[src/rtl/uart_pkg.sv]
// Shared definitions for the UART transmitter: parity modes, FSM state
// encoding and the parity-bit helper.
package uart_pkg;

  localparam int PAR_NONE = 0;
  localparam int PAR_ODD  = 1;
  localparam int PAR_EVEN = 2;

  typedef enum logic [2:0] {
    ST_IDLE   = 3'd0,
    ST_START  = 3'd1,
    ST_DATA   = 3'd2,
    ST_PARITY = 3'd3,
    ST_STOP   = 3'd4
  } state_e;

  // Parity bit for a word zero-extended to 9 bits (zero padding leaves the
  // XOR reduction unchanged). Even parity makes the total count of ones
  // even; odd parity makes it odd.
  function automatic logic parity_bit(logic [8:0] data, int mode);
    if (mode == PAR_ODD) begin
      return ~^data;
    end else if (mode == PAR_EVEN) begin
      return ^data;
    end
    return 1'b0;
  endfunction

endpackage

[src/rtl/sync_fifo.sv]
// Single-clock FIFO with a separately tracked fill level. Pushes while full
// and pops while empty are ignored, so stored data is never overwritten.
module sync_fifo #(
  parameter int WIDTH = 8,
  parameter int DEPTH = 4
) (
  input  logic                     clk,
  input  logic                     rst_n,
  input  logic                     push,
  input  logic                     pop,
  input  logic [WIDTH-1:0]         din,
  output logic [WIDTH-1:0]         dout,
  output logic                     full,
  output logic                     empty,
  output logic [$clog2(DEPTH):0]   level
);

  localparam int AW = $clog2(DEPTH);
  localparam logic [AW:0] FULL_LVL = (AW+1)'(DEPTH);

  logic [WIDTH-1:0] mem_q [DEPTH];
  logic [AW-1:0]    wr_ptr_q;
  logic [AW-1:0]    rd_ptr_q;
  logic [AW:0]      level_q;
  logic             do_push;
  logic             do_pop;

  assign full    = (level_q == FULL_LVL);
  assign empty   = (level_q == '0);
  assign level   = level_q;
  assign dout    = mem_q[rd_ptr_q];
  assign do_push = push && !full;
  assign do_pop  = pop && !empty;

  // Storage write on an accepted push.
  // NOTE: the data array has no reset; only pointers and level define
  // validity, and leaving storage unreset lets it map onto plain RAM/flops.
  always_ff @(posedge clk) begin
    if (do_push) begin
      mem_q[wr_ptr_q] <= din;
    end
  end

  // Pointers wrap naturally at DEPTH; level counts push minus pop.
  // NOTE: sequential state uses non-blocking assignments so every register
  // samples pre-edge values regardless of statement order.
  always_ff @(posedge clk or negedge rst_n) begin
    if (!rst_n) begin
      wr_ptr_q <= '0;
      rd_ptr_q <= '0;
      level_q  <= '0;
    end else begin
      if (do_push) wr_ptr_q <= wr_ptr_q + 1'b1;
      if (do_pop)  rd_ptr_q <= rd_ptr_q + 1'b1;
      unique case ({do_push, do_pop})
        2'b10:   level_q <= level_q + 1'b1;
        2'b01:   level_q <= level_q - 1'b1;
        default: level_q <= level_q;
      endcase
    end
  end

endmodule

[src/rtl/uart_tx_fifo.sv]
// Serial transmitter with an input FIFO. Queued words are sent LSB-first
// with configurable framing; consecutive frames follow with no idle gap.
module uart_tx_fifo
  import uart_pkg::*;
#(
  parameter int CLKS_PER_BIT = 16,
  parameter int DATA_BITS    = 8,
  parameter int PARITY       = PAR_NONE,
  parameter int STOP_BITS    = 1,
  parameter int FIFO_DEPTH   = 4
) (
  input  logic                          clk,
  input  logic                          rst_n,
  input  logic [DATA_BITS-1:0]          txbyte,
  input  logic                          senddata,
  output logic                          ready,
  output logic                          txdone,
  output logic                          busy,
  output logic [$clog2(FIFO_DEPTH):0]   fifo_level,
  output logic                          tx
);

  localparam int CW = $clog2(CLKS_PER_BIT);
  localparam int DW = $clog2(DATA_BITS + 1);
  localparam logic [CW-1:0] CNT_LAST   = CW'(CLKS_PER_BIT - 1);
  localparam logic [CW-1:0] CNT_PENULT = CW'(CLKS_PER_BIT - 2);
  localparam logic [DW-1:0] DATA_LAST  = DW'(DATA_BITS - 1);
  localparam logic [DW-1:0] STOP_LAST  = DW'(STOP_BITS - 1);

  state_e                 state_q;
  logic [CW-1:0]          cnt_q;
  logic [DW-1:0]          idx_q;
  logic [DATA_BITS-1:0]   shift_q;
  logic                   parity_q;
  logic                   tx_q;
  logic                   txdone_q;

  logic                   fifo_full;
  logic                   fifo_empty;
  logic                   fifo_pop;
  logic [DATA_BITS-1:0]   fifo_dout;
  logic                   bit_end;
  logic                   frame_end;

  sync_fifo #(
    .WIDTH (DATA_BITS),
    .DEPTH (FIFO_DEPTH)
  ) u_fifo (
    .clk   (clk),
    .rst_n (rst_n),
    .push  (senddata),
    .pop   (fifo_pop),
    .din   (txbyte),
    .dout  (fifo_dout),
    .full  (fifo_full),
    .empty (fifo_empty),
    .level (fifo_level)
  );

  assign bit_end   = (cnt_q == CNT_LAST);
  assign frame_end = (state_q == ST_STOP) && bit_end && (idx_q == STOP_LAST);
  // A word is taken either from idle or straight at the end of a frame.
  assign fifo_pop  = !fifo_empty && ((state_q == ST_IDLE) || frame_end);

  assign ready  = !fifo_full;
  assign busy   = (state_q != ST_IDLE) || !fifo_empty;
  assign tx     = tx_q;
  assign txdone = txdone_q;

  // Frame sequencer: bit timing, shifting, parity and stop handling.
  always_ff @(posedge clk or negedge rst_n) begin
    if (!rst_n) begin
      state_q  <= ST_IDLE;
      cnt_q    <= '0;
      idx_q    <= '0;
      shift_q  <= '0;
      parity_q <= 1'b0;
      tx_q     <= 1'b1;
      txdone_q <= 1'b0;
    end else begin
      txdone_q <= 1'b0;
      cnt_q    <= (state_q == ST_IDLE || bit_end) ? '0 : cnt_q + 1'b1;

      unique case (state_q)
        ST_IDLE: begin
          tx_q <= 1'b1;
        end
        ST_START: begin
          if (bit_end) begin
            tx_q    <= shift_q[0];
            idx_q   <= '0;
            state_q <= ST_DATA;
          end
        end
        ST_DATA: begin
          if (bit_end) begin
            if (idx_q == DATA_LAST) begin
              idx_q <= '0;
              if (PARITY != PAR_NONE) begin
                tx_q    <= parity_q;
                state_q <= ST_PARITY;
              end else begin
                tx_q    <= 1'b1;
                state_q <= ST_STOP;
              end
            end else begin
              shift_q <= shift_q >> 1;
              tx_q    <= shift_q[1];
              idx_q   <= idx_q + 1'b1;
            end
          end
        end
        ST_PARITY: begin
          if (bit_end) begin
            tx_q    <= 1'b1;
            idx_q   <= '0;
            state_q <= ST_STOP;
          end
        end
        ST_STOP: begin
          // Pulse lands on the final cycle of the last stop bit.
          if (idx_q == STOP_LAST && cnt_q == CNT_PENULT) begin
            txdone_q <= 1'b1;
          end
          if (bit_end) begin
            if (idx_q != STOP_LAST) begin
              idx_q <= idx_q + 1'b1;
            end else begin
              state_q <= ST_IDLE;
            end
          end
        end
        default: state_q <= ST_IDLE;
      endcase

      // Loading a word overrides the idle/stop exit above.
      if (fifo_pop) begin
        shift_q  <= fifo_dout;
        parity_q <= parity_bit(9'(fifo_dout), PARITY);
        tx_q     <= 1'b0;
        idx_q    <= '0;
        state_q  <= ST_START;
      end
    end
  end

endmodule

[config.mk]
export PLATFORM = sky130hd
export DESIGN_NAME = uart_tx_fifo
export DESIGN_NICKNAME = d
export VERILOG_FILES = /design/src/rtl/uart_pkg.sv /design/src/rtl/sync_fifo.sv /design/src/rtl/uart_tx_fifo.sv
export SDC_FILE = /design/constraint.sdc
export NUM_CORES = 1
export LEC_CHECK = 0
export BUFFER_PORTS_ARGS = -buffer_cell sky130_fd_sc_hd__buf_2
export CAP_MARGIN = 30
export CORE_MARGIN = 4
export CORE_UTILIZATION = 50
export CTS_CLUSTER_DIAMETER = 50
export DETAILED_ROUTE_END_ITERATION = 8
export GPL_ROUTABILITY_DRIVEN = 0
export PLACE_DENSITY = 0.71
export SLEW_MARGIN = 40
export SYNTH_ARGS = -nofsm -noshare
export SYNTH_HDL_FRONTEND = slang
export SYNTH_SLANG_ARGS = --single-unit
export TNS_END_PERCENT = 5
[constraint.sdc]
create_clock -name clk -period 3.5 [get_ports clk]
set_input_delay 0.7 -clock clk [delete_from_list [all_inputs] [get_ports clk]]
set_output_delay 0.7 -clock clk [all_outputs]
set_load 0.1 [all_outputs]
==> results.yml <==
status:
  status: "completed"
logic_synthesis:
  syn_inst: 188
  synth_ff_type: "edfxtp_1"
  yosysWarnings: 0
  ys_top_cells_by_area: "edfxtp_1 (36%), dfrtp_1 (25%), mux4_2 (6.7%)"
  synth_edf_count: 32
  netlist_area_sq_um: 2700
  netlist.top_cell.by_area: "edfxtp_1"
  async_flop_share_pct: 46.7
  seq_area_frac_synth_pct: 61.6
  yosysUniqueCellTypes: 49
  syn_avg_cell_area_sq_um: 14.4
  synth.ff_latch_count: 60
  synth_top_area_share_pct: 35.6
  syn_nets: 209
pwr:
  p_clk_share_pct: 24.4
  switching_power_w: 0.000963
  switching_share_pct: 36.2
  power_leakage_nw: 1.18
  powerDensity_nw_per_um2: 871
  internal-power_w: 0.00169
  max-vdd-ir-drop_mv: 0.518
  pwr-share-comb_pct: 32.4
  pwr-share-seq_pct: 43.2
clocking:
  cts-root-buf: "clkbuf_8"
  clk_latency_ns: 0.33
  numCtsBuffers: 9
  path_clk_slew_ns: 0.07
  clock-sinks: 60
  clk_path_buf_depth: 2
  cts_setup_buffers: 0
  cts_hold_buf: 0
  cts_tree: "built"
  cts_max_level: 3
  post_cts_resized: 0
critical_path:
  critPathCaptureType: "register"
  cp_num_buf_inv: 2
  crit_start: "idx_q[0]"
  critical-path-slowest-cell: "fa_1"
  worst_ep_required_time_ns: 3.72
  critical_path.endpoint: "u_fifo.level[1]"
  r2r_start: "idx_q[0]"
  rr_worst_depth: 9
  crit_top_cell: "ha_1"
  r2r_end: "u_fifo.level[1]"
  crit_arrival_ns: 3.02
  critical_path_peak_fanout: 12
  cp.depth: 9
  crit_path_cell_trace: "inv_1 -> ha_1 -> or3b_1 -> o21ai_2 -> nand2_2 -> inv_2 -> ha_1 -> fa_1 -> mux2_2"
  worstSetupStartpointType: "register"
  r2r_slack_ns: 0.70
  max_stage_delay_ns: 0.43
  cp_top_family: "adder cells"
  worstSetupPathType: "register to register"
worst_hold_path:
  min_path_type: "primary input to async pin"
global_route:
  grt_max_degree: 29
  antenna_found_initial: 0
  gr-usage-met2_pct: 27.9
  busiest_layer: "met2"
  met3_usage_pct: 6.03
  grt_pass1_vias: 1697
  grt.met1_usage_pct: 18.5
  grtUsageTotal_pct: 16.6
  grt_pass1_wl_um: 7960
  grt_overflow: 0
timing:
  fin_ws_ns: 0.702
  slew_headroom_pct: 55.6
  fmax_ghz: 0.357
  drv_slew: 0
  fin_tns_setup_ns: 0
  tightestPinTransition_ns: 0.660
  rsz0062_at_grt: "false"
  fin_crit_sh_pct: 79.9
  fin_worst_skew_ns: 0.00850
  hold_viol_final: 0
  final-setup-viol-count: 0
  post-route-min-period_ns: 2.80
die:
  dieArea_sq_um: 6640
  die_h_um: 81.5
  floorplan.initialDensity_pct: 52.2
  core_sq_um: 5170
  io_pins: 18
  core.rowCount: 26
  die-width_um: 81.5
final_layout:
  nets: 231
  synthToLayoutAreaGrowth_pct: 13.0
  drive_gt1_share_pct: 22.8
  nFillCells: 400
  num_antenna_cells: 0
routing:
  routed_wirelength_um: 4700
  drcViolationCount: 0
  drt_first_pass_iters: 4
  drt_iter0_drc: 114
  vias: 1582
  post_drt_wl_per_cell_um: 16.5
  viasPerCell: 5.55
  drtAntennaViolNets: 0
placement:
  port_buffers: 17
  dp_slack_ns: 0.705
  hpwl_um: 3360
flow_run:
  cap_violations: 0
[layout by cell type (no fill, tap or decap), drive strengths merged, types with 2 or more instances in the layout]
cell type,count
nor3,2
and2,4
nand3,11
clkbuf,11
nor4bb,2
dfrtp,27
clkinv,3
nand2b,4
mux2,6
buf,17
ha,9
nor2,10
and3,5
xnor2,6
bufinv,2
a31oi,2
nor4,3
mux4,8
nand2,9
mux2i,3
o21ai,7
or3b,2
inv,7
a221o,3
edfxtp,32
a21oi,5
xor2,2
[synthesized netlist by cell type, drive strengths merged (2+ instances only)]
master	instances
o21ai	7
nor4bb	2
and3	5
dfrtp	27
nor4	3
ha	9
mux2	6
a21oi	5
nand2b	4
or3b	2
nor2	10
xnor2	6
and2	4
nor3	2
mux4	8
a31oi	2
nand3	11
edfxtp	32
buf	5
nand2	9
mux2i	3
inv	7
a221o	3
xor2	2
[how the worst min path moves through the flow]
stage,slack (ns),start,cells past startpoint,end
after floorplan,0.40,rst_n,0,cnt_q[0]
after global placement,0.47,cnt_q[0],1,cnt_q[0]
after detailed placement,0.51,cnt_q[0],1,cnt_q[0]
after CTS,0.38,rst_n,1,cnt_q[2]
after global routing,0.42,rst_n,1,cnt_q[3]
final,0.37,rst_n,1,cnt_q[2]
[layer usage]
| layer | share of wire [%] | vias up | routed length (um) |
|---|---|---|---|
| li1 | - | 746 | - |
| met1 | 41 | 794 | 1910 |
| met2 | 53 | 32 | 2480 |
| met3 | 4.6 | 10 | 218 |
| met4 | 1.8 | 0 | 86 |
| met5 | 0 | - | 0 |
[cells by family after synthesis]
logic type / Yosys count / share of synthesized area (%)
buffers and inverters: 13 / 2.09
DFF: 60 / 61.6
muxes: 17 / 10.3
and+or+nand+nor: 59 / 13.3
AOI/OAI and AO/OA: 21 / 5.19
xor gates and xnor gates: 8 / 2.60
adders and majority gates: 10 / 4.91
[stage by stage]
step                      hold WS (ns)  cells  util [%]  power (W)  area (sq um)
after CTS                        0.380    285      59.0    0.00269          3050
after floorplan                  0.404    188         -    0.00183          2700
after global placement           0.470    269      54.9    0.00198          2840
after detailed placement         0.509    269      54.9    0.00204          2840
final                            0.373    285      59.0    0.00266          3050
after global routing             0.419    285      59.0    0.00282          3050
[state kept, by name, summed over array words and instances (netlist names)]
| signal | cells |
|---|---|
| tx | 1 |
| u_fifo.wr_ptr_q | 2 |
| cnt_q | 4 |
| u_fifo.level | 3 |
| u_fifo.mem_q | 32 |
| txdone | 1 |
| u_fifo.rd_ptr_q | 2 |
| state_q | 3 |
| shift_q | 8 |
| idx_q | 4 |
[final cells by class]
type                            count  area (sq um)  share of cell area, %
Clock buffer                       11           131                   4.31
Clock inverter                      5          77.6                   2.54
Inverter                            7          26.3                  0.861
Multi-Input combinational cell    115           980                   32.1
Sequential cell                    60          1660                   54.5
Tap cell                           70          87.6                   2.87
Timing Repair Buffer               17          85.1                   2.79
[power groups by stage]
stage | registers (W) | clock network [W] | logic [W]
finish | 0.00115 | 0.000648 | 0.000861
global placement | 0.00115 | 0 | 0.000834
global route | 0.00118 | 0.000699 | 0.000938
detailed placement | 0.00117 | 0 | 0.000872
CTS | 0.00115 | 0.000661 | 0.000875
floorplan | 0.00123 | 0 | 0.000593
No activity file was read; power rests on OpenSTA's default activity.
